===== config.mk =====
export PLATFORM = sky130hd
export DESIGN_NAME = itof_pipe_flat
export DESIGN_NICKNAME = d
export VERILOG_FILES = /design/src/rtl/itof_pipe_if.sv /design/src/rtl/itof_pipe.sv /design/src/flat_wrapper.sv
export SDC_FILE = /design/constraint.sdc
export NUM_CORES = 1
export LEC_CHECK = 0
export CAP_MARGIN = 40
export CORE_MARGIN = 10
export CORE_UTILIZATION = 57
export CTS_CLUSTER_DIAMETER = 60
export DETAILED_ROUTE_END_ITERATION = 10
export MAX_ROUTING_LAYER = met4
export PLACE_DENSITY = 0.82
export SLEW_MARGIN = 0
export SYNTH_ARGS = -nofsm -noshare
export SYNTH_HDL_FRONTEND = slang
export SYNTH_SLANG_ARGS = --single-unit

===== constraint.sdc =====
create_clock -name clk -period 5.1 [get_ports clk]
set_input_delay 0.765 -clock clk [delete_from_list [all_inputs] [get_ports clk]]
set_output_delay 0.765 -clock clk [all_outputs]
set_load 0.005 [all_outputs]

===== src/rtl/itof_pipe_if.sv =====
// Handshake bundle between the integer register-read stage, the itof_pipe
// converter and FPU writeback. The producer/consumer side uses the master
// modport; the converter uses the slave modport.
interface itof_pipe_if #(
  parameter int IN_WIDTH = 32
);
  logic                in_valid;
  logic                in_ready;
  logic [IN_WIDTH-1:0] in_data;
  logic                in_signed;
  logic                in_rm;
  logic                out_valid;
  logic                out_ready;
  logic [31:0]         out_data;
  logic                out_inexact;

  modport master (
    output in_valid, in_data, in_signed, in_rm, out_ready,
    input  in_ready, out_valid, out_data, out_inexact
  );

  modport slave (
    input  in_valid, in_data, in_signed, in_rm, out_ready,
    output in_ready, out_valid, out_data, out_inexact
  );
endinterface


===== src/rtl/itof_pipe.sv =====
// Three-stage integer to binary32 converter.
//   S1: sign / magnitude      S2: normalise      S3: round and pack
// A single advance enable moves every stage together; when the result in S3
// is stalled by the consumer, the whole pipe holds and in_ready drops.
module itof_pipe #(
  parameter int IN_WIDTH = 32
) (
  input  logic        clk,
  input  logic        rstn,
  itof_pipe_if.slave  bus
);

  // Bits of the normalised magnitude below the leading one.
  localparam int FW = IN_WIDTH - 1;
  // Those bits padded with zeros so the 23-bit fraction, guard and sticky
  // slices stay in range even for narrow operands.
  localparam int XW = FW + 25;

  if (IN_WIDTH < 2 || IN_WIDTH > 64) begin : g_width_check
    $error("itof_pipe: IN_WIDTH must be in 2..64");
  end

  logic adv;

  logic                s1_valid_q;
  logic                s1_sign_q;
  logic                s1_rm_q;
  logic [IN_WIDTH-1:0] s1_mag_q;
  logic                s1_sign_d;
  logic [IN_WIDTH-1:0] s1_mag_d;

  logic                s2_valid_q;
  logic                s2_sign_q;
  logic                s2_rm_q;
  logic                s2_zero_q;
  logic [6:0]          s2_exp_q;
  logic [FW-1:0]       s2_frac_q;
  logic                s2_zero_d;
  logic [6:0]          s2_exp_d;
  logic [FW-1:0]       s2_frac_d;
  logic [6:0]          lz;
  logic [IN_WIDTH-1:0] norm;

  logic                s3_valid_q;
  logic                s3_inexact_q;
  logic [31:0]         s3_data_q;
  logic                s3_inexact_d;
  logic [31:0]         s3_data_d;
  logic [XW-1:0]       ext;
  logic [22:0]         frac_t;
  logic                guard;
  logic                sticky;
  logic                round_up;
  logic [23:0]         sum;
  logic [7:0]          bexp;

  // Global advance: the pipe moves unless a finished result is waiting.
  always_comb begin
    adv          = !s3_valid_q || bus.out_ready;
    bus.in_ready = adv;
    bus.out_valid   = s3_valid_q;
    bus.out_data    = s3_data_q;
    bus.out_inexact = s3_inexact_q;
  end

  // S1 next state: sign and two's-complement absolute value (min wraps to 2^(W-1)).
  always_comb begin
    s1_sign_d = bus.in_signed & bus.in_data[IN_WIDTH-1];
    s1_mag_d  = s1_sign_d ? (~bus.in_data + 1'b1) : bus.in_data;
  end

  // S1 register: loads in_valid so bubbles travel with the data.
  always_ff @(posedge clk) begin
    if (!rstn) begin
      s1_valid_q <= 1'b0;
      s1_sign_q  <= 1'b0;
      s1_rm_q    <= 1'b0;
      s1_mag_q   <= '0;
    end else if (adv) begin
      s1_valid_q <= bus.in_valid;
      s1_sign_q  <= s1_sign_d;
      s1_rm_q    <= bus.in_rm;
      s1_mag_q   <= s1_mag_d;
    end
  end

  // S2 next state: MSB position gives the exponent; shift it up to the top.
  always_comb begin
    s2_exp_d = '0;
    for (int i = 0; i < IN_WIDTH; i++) begin
      if (s1_mag_q[i]) s2_exp_d = 7'(i);
    end
    lz        = 7'(IN_WIDTH - 1) - s2_exp_d;
    norm      = s1_mag_q << lz;
    // After normalisation the top bit is clear only for a zero magnitude.
    s2_zero_d = ~norm[IN_WIDTH-1];
    s2_frac_d = norm[FW-1:0];
  end

  // S2 register.
  always_ff @(posedge clk) begin
    if (!rstn) begin
      s2_valid_q <= 1'b0;
      s2_sign_q  <= 1'b0;
      s2_rm_q    <= 1'b0;
      s2_zero_q  <= 1'b1;
      s2_exp_q   <= '0;
      s2_frac_q  <= '0;
    end else if (adv) begin
      s2_valid_q <= s1_valid_q;
      s2_sign_q  <= s1_sign_q;
      s2_rm_q    <= s1_rm_q;
      s2_zero_q  <= s2_zero_d;
      s2_exp_q   <= s2_exp_d;
      s2_frac_q  <= s2_frac_d;
    end
  end

  // S3 next state: round to 23 fraction bits and pack.
  always_comb begin
    ext      = {s2_frac_q, 25'b0};
    frac_t   = ext[XW-1 -: 23];
    guard    = ext[XW-24];
    sticky   = |ext[XW-25:0];
    round_up = ~s2_rm_q & guard & (sticky | frac_t[0]);
    sum      = {1'b0, frac_t} + {23'b0, round_up};
    // A carry out leaves sum[22:0] all zero, which is the cleared fraction.
    bexp     = {1'b0, s2_exp_q} + 8'd127 + {7'b0, sum[23]};
    s3_data_d    = s2_zero_q ? 32'h0000_0000 : {s2_sign_q, bexp, sum[22:0]};
    s3_inexact_d = ~s2_zero_q & (guard | sticky);
  end

  // S3 register: the visible result, held while the consumer stalls.
  always_ff @(posedge clk) begin
    if (!rstn) begin
      s3_valid_q   <= 1'b0;
      s3_inexact_q <= 1'b0;
      s3_data_q    <= '0;
    end else if (adv) begin
      s3_valid_q   <= s2_valid_q;
      s3_inexact_q <= s3_inexact_d;
      s3_data_q    <= s3_data_d;
    end
  end

endmodule

===== src/flat_wrapper.sv =====
// flat-port wrapper written by rule: the top's interface ports become plain ports
module itof_pipe_flat 
#(
  parameter int IN_WIDTH = 32
)
  (clk, rstn, bus_in_valid, bus_in_data, bus_in_signed, bus_in_rm, bus_out_ready, bus_in_ready, bus_out_valid, bus_out_data, bus_out_inexact);
  itof_pipe_if #(.IN_WIDTH(IN_WIDTH)) bus_i ();
  input  logic clk;
  input  logic rstn;
  input wire logic [$bits(bus_i.in_valid)-1:0] bus_in_valid;
  input wire logic [$bits(bus_i.in_data)-1:0] bus_in_data;
  input wire logic [$bits(bus_i.in_signed)-1:0] bus_in_signed;
  input wire logic [$bits(bus_i.in_rm)-1:0] bus_in_rm;
  input wire logic [$bits(bus_i.out_ready)-1:0] bus_out_ready;
  output wire logic [$bits(bus_i.in_ready)-1:0] bus_in_ready;
  output wire logic [$bits(bus_i.out_valid)-1:0] bus_out_valid;
  output wire logic [$bits(bus_i.out_data)-1:0] bus_out_data;
  output wire logic [$bits(bus_i.out_inexact)-1:0] bus_out_inexact;
  assign bus_i.in_valid = bus_in_valid;
  assign bus_i.in_data = bus_in_data;
  assign bus_i.in_signed = bus_in_signed;
  assign bus_i.in_rm = bus_in_rm;
  assign bus_i.out_ready = bus_out_ready;
  assign bus_in_ready = bus_i.in_ready;
  assign bus_out_valid = bus_i.out_valid;
  assign bus_out_data = bus_i.out_data;
  assign bus_out_inexact = bus_i.out_inexact;
  itof_pipe #(.IN_WIDTH(IN_WIDTH)) u_core (.clk(clk), .rstn(rstn), .bus(bus_i));
endmodule

==> impl.org <==
** Setup path
- The cell family contributing the most delay on the critical path is compound AO/OA/AOI/OAI gates.
- Cell-by-cell trace of the critical path :: nor2b_1 > o21bai_1 > nand2_1 > o311ai_4 > buf_4 > mux2i_1 > mux2i_1 > mux2i_1 > a211oi_1 > a22o_1
- The worst setup path is captured at a flop.
- The worst setup path is launched from a flop.
- Data on the critical path is required at its endpoint by 5350 ps.
- The number of buffers and inverters on the critical path is 1.
- For this run, the slowest stage of the critical path takes 770 ps.
- The worst setup path is of the flop to flop kind.
- Reg-to-reg critical path startpoint :: u_core.s1_mag_q[24]
- For this design, the slowest cell found on the critical path is o311ai_4.
- Data arrival time at the worst-slack endpoint :: 3830 ps
- Cell seen most often among critical-path stages :: mux2i_1
- Startpoint of the most critical setup path :: u_core.s1_mag_q[24]
- Along the worst path, the maximum fanout reaches 31.

** Global route
- Entering global routing, the biggest net connects 59 pins.
- Tot GR Track Use :: 22.1%
- Total congestion overflow :: 0
- Global-route wire length before repair :: 31,700 µm
- Vias in the first global route :: 6,298
- The initial antenna violation count came to 0.

** Power
- Internal power comes to 0.00175 W.
- For this design the total switching power over the nets is 0.000914 W.
- Combinational logic burns 32.5% of the power.
- Registers are responsible for 39.4% of the overall power.
- Switching power share of the total :: 34.3%
- For this design the ratio of total power to cell area is 327 nW/µm².
- Standby leakage power :: 3.32 nW
- IR analysis of the VDD net gives a maximum drop of 0.000180 V.
- Relative contribution of the clock network to total power :: 28.1%

** Cells and area
- Final nets :: 952
- Growth of design area from synthesis to finish :: 14.8%
- Measured on the finished design, the core utilization comes to 67.4%.
- Cell area after layout :: 8160 µm²
- Diodes inserted :: 0
- Share of post-route cells with drive strength above 1 :: 5.26%

** Placed design
- Final GP Congestion :: 1.02
- Count of port buffers added during placement :: 72
- At the placement stage, the worst setup path has a slack of 1290 ps.
- Summing all placed instances gives a cell area of 7860 µm².
- Detailed Place HPWL :: 14,400 µm

** Synthesis
- Yosys top cell by area :: dfxtp_1
- Of the post-synthesis cell area, the dominant cell type holds 30.7%.
- Warning count from the yosys run :: 0
- Number of nets produced by synthesis :: 926
- Post-Synthesis Cell Area :: 7110 µm²
- Among all flip-flop cells after synthesis, the most frequent one is dfxtp_1.
- In the synthesized netlist, the number of instances is 883.
- Share of flip-flops with an asynchronous set or reset after synthesis :: 0%
- Counting flops and latches in the post-synthesis netlist gives 109.
- Synthesis instantiated 65 different standard cells from the library.
- Number of synthesized flops with an enable pin :: 0
- Of the synthesized area, sequential elements account for 30.7%.
- A synthesized cell averages 8.06 µm².
- By area the synthesized netlist is led by dfxtp_1 (31%), mux2i_1 (9.0%), nand2_1 (5.6%).

** CTS
- Number of buffers added to fix hold violations after cts :: 0
- After clock tree synthesis, the clock-pin slew on the worst setup and hold paths is 70 ps.
- Clock tree synthesis selected as its root buffer the cell clkbuf_16.
- TritonCTS built the clock tree.
- The H-tree was split into 3 levels.
- Number of clock buffers inserted by TritonCTS :: 9
- After clock tree synthesis, the repair step resized 0 gates.
- At the later pin of the worst-skew pair, clock insertion delay measures 360 ps.
- Clock tree synthesis found a total of 109 sinks.
- Post-CTS timing repair inserted 0 buffers for setup.
- Longest Clk Path Bufs :: 2

** Timing
- Share of the clock period used by the worst path after layout :: 70.2%
- Setup repair after global routing left no endpoint under its margin.
- Transition time at the pin with the least slew margin :: 837 ps
- Counting I/O delays and the setup requirement, the final critical path takes 3580 ps.
- Post-Route Setup TNS :: 0 ps
- Endpoints failing hold :: 0
- Between clock sinks in the finished design, the worst skew comes to 8.48 ps.
- Number of slew-limit violations in the final report :: 0
- Across all setup checks in the final design, the least slack found is 1520 ps.
- Setup-violating endpoint count in the final report :: 0
- Worst rel slew slack :: 44.1%
- For this run, the top clock speed supported by timing is 0.279 GHz.

** Outcome
- The flow ran to the end, and the final reports show no timing, DRC or antenna violations.

** Route
- ANT nets after route :: 0
- After detailed routing, the number of vias per cell comes to 6.21.
- After detailed routing, the number of remaining DRC violations is 0.
- For this block, the via count after detailed routing is 6,708.
- In the final routed layout, each cell accounts on average for 18.0 µm.
- Wire length reported by the detailed router :: 19,400 µm
- 1st-pass router iterations :: 5
- 1st-iter DRT viols :: 665

** Die
- Die boundary height :: 132 µm
- The initial utilization of the core area, before any placement, comes to 58.7%.
- The die covers 17,400 µm².
- Number of cell rows :: 40
- Number of top-level pins :: 73
- Standard cell core area :: 12,100 µm²
- Measured along the x axis, the die boundary spans 132 µm.

** Hold path
- The worst hold path belongs to the class flop to flop.
- Launch instance of the worst min-delay path :: u_core.s2_sign_q

** Flow run
- Number of maximum-capacitance violations :: 0
state kept, by name, summed over array words and instances (netlist names), 5 cells and up:
| name | cells |
|---|---|
| u_core.bus.out_data | 32 |
| u_core.s1_mag_q | 32 |
| u_core.s2_exp_q | 5 |
| u_core.s2_frac_q | 31 |
metal layers:
| metal | wire [µm] | vias up | global-route usage [%] |
|---|---|---|---|
| met3 | 1180 | 46 | 2.97 |
| met5 | 0 | - | - |
| met4 | 640 | 0 | 10.7 |
| met2 | 9110 | 271 | 35.3 |
| li1 | - | 3263 | - |
| met1 | 8500 | 3128 | 27.1 |
final timing paths:
path,end,slack (ps),cells after the start
max,u_core.s2_frac_q[16],1520,10
min,u_core.s2_sign_q,470,2
max reg2reg,u_core.s2_frac_q[16],1520,10
min reg2reg,u_core.s2_sign_q,470,2
Yosys cell counts, types with 25 or more instances:
master    number
a21oi_1       43
a22oi_1       33
clkbuf_1      45
dfxtp_1      109
mux2i_1       64
nand2_1      106
nand3_1       25
nor2_1        59
nor2b_1       43
o211a_1       31
o21ai_0       30
xnor2_1       26
metrics by stage:
stage          cells  hold WS, ps  power [W]
3_5_place_dp    1066          455    0.00192
2_1_floorplan    883          426    0.00166
4_1_cts         1080          466    0.00266
5_1_grt         1080          486    0.00280
3_3_place_gp    1066          448    0.00190
6_report        1080          466    0.00267
logic make-up after synthesis:
logic type	count (synthesis)	share of synthesized area, %
fa+ha+maj	5	0.879
xor+xnor	46	5.66
flops	109	30.7
simple gates	330	23.0
mux	71	10.4
buf+inv	86	4.91
compound gates	236	24.4
worst reg2reg max path, delay by kind of cell, from the launching register on:
family                 cells  cell delay [ps]
AND/OR/NAND/NOR            2              190
AO/OA/AOI/OAI              4             1350
multiplexers               3              930
buffers and inverters      1              520
flip-flops                 1              490
layout make-up:
type | instances | area, µm²
clock buffers | 9 | 225
fillers | 1058 | 3950
well taps | 168 | 210
clock inverters | 5 | 82.6
multi-input cells | 688 | 4590
inverters | 17 | 63.8
flip-flops and latches | 109 | 2180
repair buffers | 84 | 806
power by group through the flow:
stage	Combinational [W]	Sequential [W]	Clock (W)
finish	0.000867	0.00105	0.000751
global route	0.000942	0.00106	0.000790
CTS	0.000854	0.00105	0.000758
detailed placement	0.000849	0.00107	0
global placement	0.000835	0.00106	0
floorplan	0.000642	0.00102	0
cells in the final DEF, fill, tap and decap left out, drive strengths merged, types with 26 or more instances in the layout:
master and instances:
a22oi 33, nor2 59, nor2b 43, xnor2 26
o211a 31, o21ai 30, a21oi 44, nand2 106
mux2i 65, dfxtp 109, clkdlybuf4s50 71
Note: power is estimated with default switching activity, not from simulation.
